==> config.mk <==
export PLATFORM = sky130hd
export DESIGN_NAME = locker_code_programmer
export DESIGN_NICKNAME = d
export VERILOG_FILES = /design/src/rtl/locker_pkg.sv /design/src/rtl/locker_digit_collector.sv /design/src/rtl/locker_code_programmer.sv
export SDC_FILE = /design/constraint.sdc
export NUM_CORES = 1
export LEC_CHECK = 0
export ABC_CLOCK_PERIOD_IN_PS = 5980
export CAP_MARGIN = 0
export CELL_PAD_IN_SITES_DETAIL_PLACEMENT = 0
export CELL_PAD_IN_SITES_GLOBAL_PLACEMENT = 1
export CORE_UTILIZATION = 49
export CTS_CLUSTER_SIZE = 10
export DETAILED_ROUTE_END_ITERATION = 8
export PLACE_DENSITY_LB_ADDON = 0.25
export SYNTH_ARGS = -nofsm -noshare
export SYNTH_HDL_FRONTEND = slang
export SYNTH_SLANG_ARGS = --single-unit
==> constraint.sdc <==
create_clock -name clock -period 5.98 [get_ports clock]
set_clock_uncertainty 0.1 [all_clocks]
set_input_delay 1.196 -clock clock [delete_from_list [all_inputs] [get_ports clock]]
set_output_delay 1.196 -clock clock [all_outputs]
set_load 0.02 [all_outputs]
==> src/rtl/locker_pkg.sv <==
// Shared definitions for the digital-locker passcode path: digit geometry,
// factory code and the programming FSM state encoding.
package locker_pkg;

   localparam int DIGITS  = 4;
   localparam int DIGIT_W = 2;
   localparam int CODE_W  = DIGITS * DIGIT_W;
   localparam int CNT_W   = $clog2(DIGITS);

   localparam logic [CODE_W-1:0] DEFAULT_CODE = 8'b0011_0011;

   typedef enum logic [2:0] {
      ST_IDLE   = 3'd0,
      ST_ENTER1 = 3'd1,
      ST_ENTER2 = 3'd2,
      ST_COMMIT = 3'd3,
      ST_FAIL   = 3'd4
   } prog_state_e;

   function automatic logic is_entering(prog_state_e s);
      return (s == ST_ENTER1) || (s == ST_ENTER2);
   endfunction

endpackage

==> src/rtl/locker_digit_collector.sv <==
// Collects DIGITS button digits into a code word, first digit in the top slot.
// done_o flags the write that fills the last slot; the count then wraps to 0.
module locker_digit_collector
   import locker_pkg::*;
(
   input  logic               clock,
   input  logic               clear_n,
   input  logic               clr_i,
   input  logic               wr_en_i,
   input  logic [DIGIT_W-1:0] digit_i,
   output logic [CODE_W-1:0]  word_o,
   output logic               done_o
);

   logic [CODE_W-1:0] slots_q, slots_d;
   logic [CODE_W-1:0] slots_wr;
   logic [CNT_W-1:0]  count_q, count_d;

   genvar gi;
   generate
      for (gi = 0; gi < DIGITS; gi++) begin : g_slot
         localparam int LSB = (DIGITS - 1 - gi) * DIGIT_W;
         assign slots_wr[LSB +: DIGIT_W] =
            (wr_en_i && (count_q == CNT_W'(gi))) ? digit_i : slots_q[LSB +: DIGIT_W];
      end
   endgenerate

   always_comb begin
      slots_d = slots_wr;
      count_d = count_q;
      if (clr_i) begin
         slots_d = '0;
         count_d = '0;
      end else if (wr_en_i) begin
         count_d = count_q + 1'b1;
      end
   end

   always_ff @(posedge clock or negedge clear_n) begin
      if (!clear_n) begin
         slots_q <= '0;
         count_q <= '0;
      end else begin
         slots_q <= slots_d;
         count_q <= count_d;
      end
   end

   assign word_o = slots_q;
   assign done_o = wr_en_i && (count_q == CNT_W'(DIGITS - 1));

endmodule

==> src/rtl/locker_code_programmer.sv <==
// Passcode writer: while unlocked, accepts a new code entered twice identically
// and publishes it on code; everything else leaves the current code untouched.
module locker_code_programmer #(
   parameter logic [locker_pkg::CODE_W-1:0] DEFAULT_CODE = locker_pkg::DEFAULT_CODE,
   parameter int TIMEOUT_CYCLES = 1000
) (
   input  logic                           clock,
   input  logic                           clear_n,
   input  logic [locker_pkg::DIGIT_W-1:0] bn,
   input  logic                           bn_valid,
   input  logic                           prog_req,
   input  logic                           cancel,
   input  logic                           unlocked,
   output logic [locker_pkg::CODE_W-1:0]  code,
   output logic                           prog_active,
   output logic                           prog_ok,
   output logic                           prog_fail
);
   import locker_pkg::*;

   localparam int TMR_W = $clog2(TIMEOUT_CYCLES + 1);

   prog_state_e       state_q, state_d;
   logic [TMR_W-1:0]  timer_q, timer_d;
   logic [CODE_W-1:0] code_q, code_d;
   logic              prog_active_q, prog_ok_q, prog_fail_q;
   logic              s1_wr, s2_wr, s1_done, s2_done, timeout;
   logic [CODE_W-1:0] s1_word, s2_word, s2_full;

   assign s1_wr   = (state_q == ST_ENTER1) && bn_valid && !cancel;
   assign s2_wr   = (state_q == ST_ENTER2) && bn_valid && !cancel;
   assign timeout = (timer_q == TMR_W'(TIMEOUT_CYCLES - 1)) && !bn_valid;
   // The final confirm digit always lands in the bottom slot, so merge it here.
   assign s2_full = {s2_word[CODE_W-1:DIGIT_W], bn};

   locker_digit_collector u_stage1 (
      .clock   (clock),
      .clear_n (clear_n),
      .clr_i   (state_q == ST_IDLE),
      .wr_en_i (s1_wr),
      .digit_i (bn),
      .word_o  (s1_word),
      .done_o  (s1_done)
   );

   locker_digit_collector u_stage2 (
      .clock   (clock),
      .clear_n (clear_n),
      .clr_i   (state_q != ST_ENTER2),
      .wr_en_i (s2_wr),
      .digit_i (bn),
      .word_o  (s2_word),
      .done_o  (s2_done)
   );

   always_comb begin
      state_d = state_q;
      timer_d = timer_q;
      code_d  = code_q;
      case (state_q)
         ST_IDLE: begin
            timer_d = '0;
            if (prog_req) state_d = unlocked ? ST_ENTER1 : ST_FAIL;
         end
         ST_ENTER1, ST_ENTER2: begin
            timer_d = bn_valid ? '0 : timer_q + 1'b1;
            if (cancel)
               state_d = ST_IDLE;
            else if (s1_done)
               state_d = ST_ENTER2;
            else if (s2_done)
               state_d = (s2_full == s1_word) ? ST_COMMIT : ST_FAIL;
            else if (timeout)
               state_d = ST_FAIL;
            if (state_d != state_q) timer_d = '0;
         end
         ST_COMMIT: begin
            code_d  = s1_word;
            state_d = ST_IDLE;
         end
         ST_FAIL: state_d = ST_IDLE;
         default: state_d = ST_IDLE;
      endcase
   end

   always_ff @(posedge clock or negedge clear_n) begin
      if (!clear_n) begin
         state_q       <= ST_IDLE;
         timer_q       <= '0;
         code_q        <= DEFAULT_CODE;
         prog_active_q <= 1'b0;
         prog_ok_q     <= 1'b0;
         prog_fail_q   <= 1'b0;
      end else begin
         state_q       <= state_d;
         timer_q       <= timer_d;
         code_q        <= code_d;
         prog_active_q <= is_entering(state_d);
         prog_ok_q     <= (state_q == ST_COMMIT);
         prog_fail_q   <= (state_q == ST_FAIL);
      end
   end

   assign code        = code_q;
   assign prog_active = prog_active_q;
   assign prog_ok     = prog_ok_q;
   assign prog_fail   = prog_fail_q;

endmodule

==> metrics.txt <==
outcome=finished clean; Routed WL=4290 um; CTS clk-pin slew, worst paths=0.08 ns; Overflow after GRT=0; I/O Pins=19; Yosys top cell by area=dfrtp_1; WHS Path Cells=1; vias in the first global route=1455; # diodes=0; r2r endpoint=timer_q[7]; critical path type=input pin to flop; routed len/inst=14.8 um; first-pass GRT wire length=7150 um; WP data arrival=3.17 ns; layout cells sized above 1=15.1%; H-tree depth=2; delay-heaviest family, CP=compound AO/OA/AOI/OAI gates; Area Overhead vs Synth=11.5%; worst-path fanout max=10; Die X=70.1 um; Root Driver=clkbuf_8; maximum root-to-sink buffer count=2; slowest CP cell=clkdlybuf4s50_1; DR iter-0 viols=146; hold crit path type=flop to flop; final critical-path required period=3.09 ns; peak supply drop=0.0907 mV; static leakage=1.12 nW; max-cap viol count=0; CTS tree=built; antenna viol nets, final=0; Worst Hold Launch=code[7]; Hold Crit Endpoint=code[7]; die area=4910 um2; number of synthesis warnings=0; Cell variety after synth=54; pins over their slew limit=0; largest net degree at the start of global routing=43; Post-DP Area=2450 um2; CP cell instances=clkdlybuf4s50_1, nor4bb_1, and3_1, o32a_1, nor2_4, a221o_1; IO Port Bufs=18; highest clock rate=323 MHz; layout net count=254; slew margin rel.=38.8%; GRT Overall Usage=18.7%; dpl hpwl=3010 um; clk_lat worst skew=0.29 ns; Syn Nets=240; Vias/cell=5.48; Worst Path Required=6.06 ns; Critical R2R Launch=state_q[2]; Final GP Congestion=0.751; core area=4410 um2; Setup violations, final=0; Pre-antenna DRT Iters=4; clock sink total=42; vias=1590; fin crit share=51.7%; cts hold-fix bufs=0; Seq/Total Area, Yosys=46.5%; PwrDens=201 nW/um2; Setup Total Neg Slack=0 ns; Fillers=412; Die H=70.1 um; ranking of synthesized cells by area=dfrtp_1 42%, ha_1 5.0%, nand2_1 4.8%; worst slew pin tran=0.918 ns; Hold Violations, Final=0; Initial Util=51.4%; Avg Inst Size Synth=10.2 um2; initial antenna violation count=0; # rows=24; Crit path buffers/inverters=1; Startpoint Class=input pin; flop2flop setup slack=3.83 ns; Setup Buffers After CTS=0; R2R depth=5; CP peak stage delay=0.50 ns; top-area cell type share of the netlist area=41.9%; cell area after synthesis=2270 um2; design area=2530 um2; RSZ-0062 raised after global routing=false; clock buffers created by TritonCTS=5; DRC Markers=0; crit end category=flop; post-CTS sizing=0; synthesis-stage register bit count=42; Syn Inst Count=223
## worst register-to-register path, cell delays in order, from the launching register on
cell and delay (ns):
dfrtp_1 0.48, nor2_1 0.25, and4_4 0.27, o32a_1 0.49, nor2_4 0.13, a221o_1 0.32
## logic make-up (layout without fill, tap and decap cells)
logic type               count (synthesis)  in the layout  share of synthesized area, %
AND/OR/NAND/NOR                         91             91                          22.5
XOR/XNOR                                12             12                          4.63
buffers and inverters                   21             36                          4.57
multiplexers                            11             11                          5.29
AO/OA/AOI/OAI                           37             37                          11.5
flip-flops                              42             42                          46.5
adder cells (fa/ha/maj)                  9              9                          4.96
## sequential cells by signal (all words and copies together) (netlist names)
name,count
u_stage2.count_q,2
timer_q,10
code,8
state_q,3
u_stage2.word_o,6
u_stage1.word_o,8
prog_active,1
prog_fail,1
u_stage1.count_q,2
prog_ok,1
## metrics by stage
step                worst slack, ns  util (%)  hold slack (ns)  std cells  power [mW]
floorplan                      3.46         -            0.380        223       0.323
global placement               2.64      55.5            0.395        282       0.341
detailed placement             2.56      55.5            0.394        282       0.341
CTS                            2.87      57.3            0.414        290       0.518
global route                   2.76      57.3            0.443        290       0.534
finish                         2.89      57.3            0.409        290       0.510
## placed cells by master, fill, tap and decap left out, types with 2 or more instances in the layout
master and instances:
dfrtp_1 38, and3_1 2, nor2_1 11, mux2i_1 3, inv_1 9, nor4b_2 2, mux2_2 8, a21oi_1 14
clkinv_2 2, nand3_1 16, nor3b_1 2, clkdlybuf4s50_1 17, dfstp_2 4, xnor2_1 3, o21ai_0 4, nor3_1 3
and2_1 3, a221o_1 5, nor4_1 3, o21ai_1 2, ha_1 9, xor2_1 9, nor2b_1 3, nand2_1 29
clkbuf_8 5, o21ai_2 3
## power breakdown
group          switching [mW]  leakage, nW  internal [mW]  total [mW]
logic                  0.0285        0.502         0.0152      0.0437
registers             0.00426        0.569          0.287       0.291
clock network          0.0938       0.0450         0.0809       0.175
## cell usage after synthesis, drive strengths merged
cell,n
o21bai,1
inv,9
and2,3
and3,2
dfrtp,38
nor4,4
nor2b,4
mux2i,3
a21oi,14
nand3b,1
o21ai,9
nand2b,1
a21bo,1
a221o,5
a22o,1
o32a,1
o31a,1
xor2,9
nor4bb,1
ha,9
or4,1
nand4,1
a221oi,1
clkbuf,5
dfstp,4
o211ai,1
or3,1
nor3b,3
nand3,16
nand2,29
o31ai,1
or2,3
nor2,12
and4b,1
nor3,3
xnor2,3
and2b,1
nor4b,2
a21o,1
mux2,8
buf,7
and4,2
## metal layers
| metal | vias up | wire length (um) | track usage (%) |
|---|---|---|---|
| met5 | - | 0 | 0 |
| met3 | 7 | 223 | 4.76 |
| li1 | 804 | - | - |
| met4 | 0 | 53 | 5.33 |
| met2 | 28 | 1900 | 26.8 |
| met1 | 751 | 2110 | 28.0 |
## layout make-up
cell class / instances / area, um2 / area share [%]
multi-input cells: 160 / 1110 / 43.9
flip-flops and latches: 42 / 1060 / 41.7
repair buffers: 19 / 183 / 7.22
clock buffers: 6 / 72.6 / 2.87
well taps: 52 / 65.1 / 2.57
inverters: 9 / 33.8 / 1.33
clock inverters: 2 / 10.0 / 0.395
## worst max-delay path by stage
stage / from / end / slack (ns) / cells after the start
5_1_grt: bn_valid / timer_q[5] / 2.76 / 6
6_report: bn_valid / timer_q[7] / 2.89 / 6
3_5_place_dp: bn_valid / timer_q[4] / 2.56 / 6
4_1_cts: bn_valid / timer_q[7] / 2.87 / 6
2_1_floorplan: bn_valid / timer_q[7] / 3.46 / 6
3_3_place_gp: bn_valid / timer_q[2] / 2.64 / 6
Power figures use the tool's default switching activity.
==> RTL change, RTL diff (config.mk and constraints unchanged) <==
`DIGIT_W`: 2 -> 4.
--- a/src/rtl/locker_pkg.sv
+++ b/src/rtl/locker_pkg.sv
@@ -3,7 +3,7 @@
 package locker_pkg;
 
    localparam int DIGITS  = 4;
-   localparam int DIGIT_W = 2;
+   localparam int DIGIT_W = 4;
    localparam int CODE_W  = DIGITS * DIGIT_W;
    localparam int CNT_W   = $clog2(DIGITS);
 
Interface: changed (resized bn and code); port bits go from 19 to 29. No check against the original RTL was run, so the function may have changed too.
==> RTL change against the original RTL <==
  * Sequential cell count up 22
  * Wire length up 47%
  * Worst setup slack got worse by 140 ps
  * Via count increased by 39%
  * Synthesized cell count rose by 35%
  * Total power rose by 60%
  * Final area is 42% higher
  * Register-to-register slack worse by 120 ps
  * First-iteration DRC count grew 16%
  * Fmax is 4.4% lower
  * Synthesized area is 37% higher
  * Critical path type unchanged
  * Critical endpoint is now prog_active
==> RTL change: results (changes against the original RTL) <==
| Metric | Value |
|---|---|
| Mapped Nets | `321 (+34%)` |
| Via count | `2218 (+39%)` |
| Distinct cells, synth | `47 (-13%)` |
| Pre-CTS setup slack | `2410 ps (-156 ps)` |
| Clock transition at the registers of the reported paths | `60 ps (-20 ps)` |
| Clock Latency Late Sink | `340 ps (+50 ps)` |
| Largest net degree at the start of global routing | `65 (+51%)` |
| PortBufs | `28 (+10)` |
| Lkg Pwr | `1.56 nW (+40%)` |
| Max rail drop VDD | `0.000138 V (+53%)` |
| WL final | `6.28 mm (+47%)` |
| Worst R2R Start | `timer_q[3]` |
| Fillers | `515 (+25%)` |
| Final GP Congestion | `0.776 (+3.3%)` |
| R2r endpoint | `timer_q[9]` |
| Hpwl dp | `4.30 mm (+43%)` |
| Sw power | `0.000191 W (+51%)` |
| Critical Path Fanout Max | `20 (+10)` |
| First-pass GRT wire length | `10.6 mm (+48%)` |
| Syn Inst Count | `302 (+35%)` |
| Outcome | `completed` |
| Sequential fraction of the synthesis area | `51.7% (+5.2 points)` |
| Fraction of layout cells with a size suffix above 1 | `14.5% (-0.67 points)` |
| DRT iter0 DRCs | `170 (+16%)` |
| Worst Setup EP | `prog_active` |
| Top post-synthesis cells by count | `dfrtp_1 (60), nand2_1 (46), a21oi_1 (28)` |
| Final net count | `346 (+36%)` |
-- RTL change: per-layer routing --
metal	GRT usage (%)	vias to the layer above	share of wire (%)
li1	-	1102	-
met1	32.0	1063	50
met2	31.2	44	45
met3	3.67	9	2.9
met4	7.89	0	1.5
met5	0	-	0
-- RTL change: power groups by stage --
stage | Sequential, W | Combinational [W] | Clock [W]
2_1_floorplan | 0.000447 | 0.0000267 | 0
3_3_place_gp | 0.000448 | 0.0000479 | 0
3_5_place_dp | 0.000449 | 0.0000487 | 0
4_1_cts | 0.000440 | 0.0000488 | 0.000336
5_1_grt | 0.000441 | 0.0000539 | 0.000357
6_report | 0.000441 | 0.0000482 | 0.000329
-- RTL change: worst max-delay path: stages --
cell and delay, ps:
clkdlybuf4s50_1 520, nor2b_1 150, buf_4 230, and4bb_2 520, nand2_1 270, a2111o_1 440
nand2_1 80
-- RTL change: worst min path at each step --
stage	from	end	slack, ps	cells past startpoint
2_1_floorplan	timer_q[7]	timer_q[7]	360	1
3_3_place_gp	code[12]	code[12]	390	1
3_5_place_dp	code[11]	code[11]	390	1
4_1_cts	code[11]	code[11]	410	1
5_1_grt	timer_q[7]	timer_q[7]	430	1
6_report	code[7]	code[7]	400	1
-- RTL change: logic make-up (layout without fill, tap and decap cells) --
group,Yosys count,after routing,share of synthesized area (%)
xor+xnor,20,20,5.63
fa+ha+maj,9,9,3.62
compound gates,48,48,8.77
flops,64,64,51.7
buf+inv,23,53,3.70
mux,22,22,7.81
simple gates,116,116,18.8
-- RTL change: layout make-up --
cell class,instances,area share [%]
Multi-Input combinational cell,215,38.8
Clock buffer,15,4.64
Clock inverter,1,0.140
Sequential cell,64,44.8
Tap cell,75,2.62
Timing Repair Buffer,31,8.31
Inverter,6,0.628
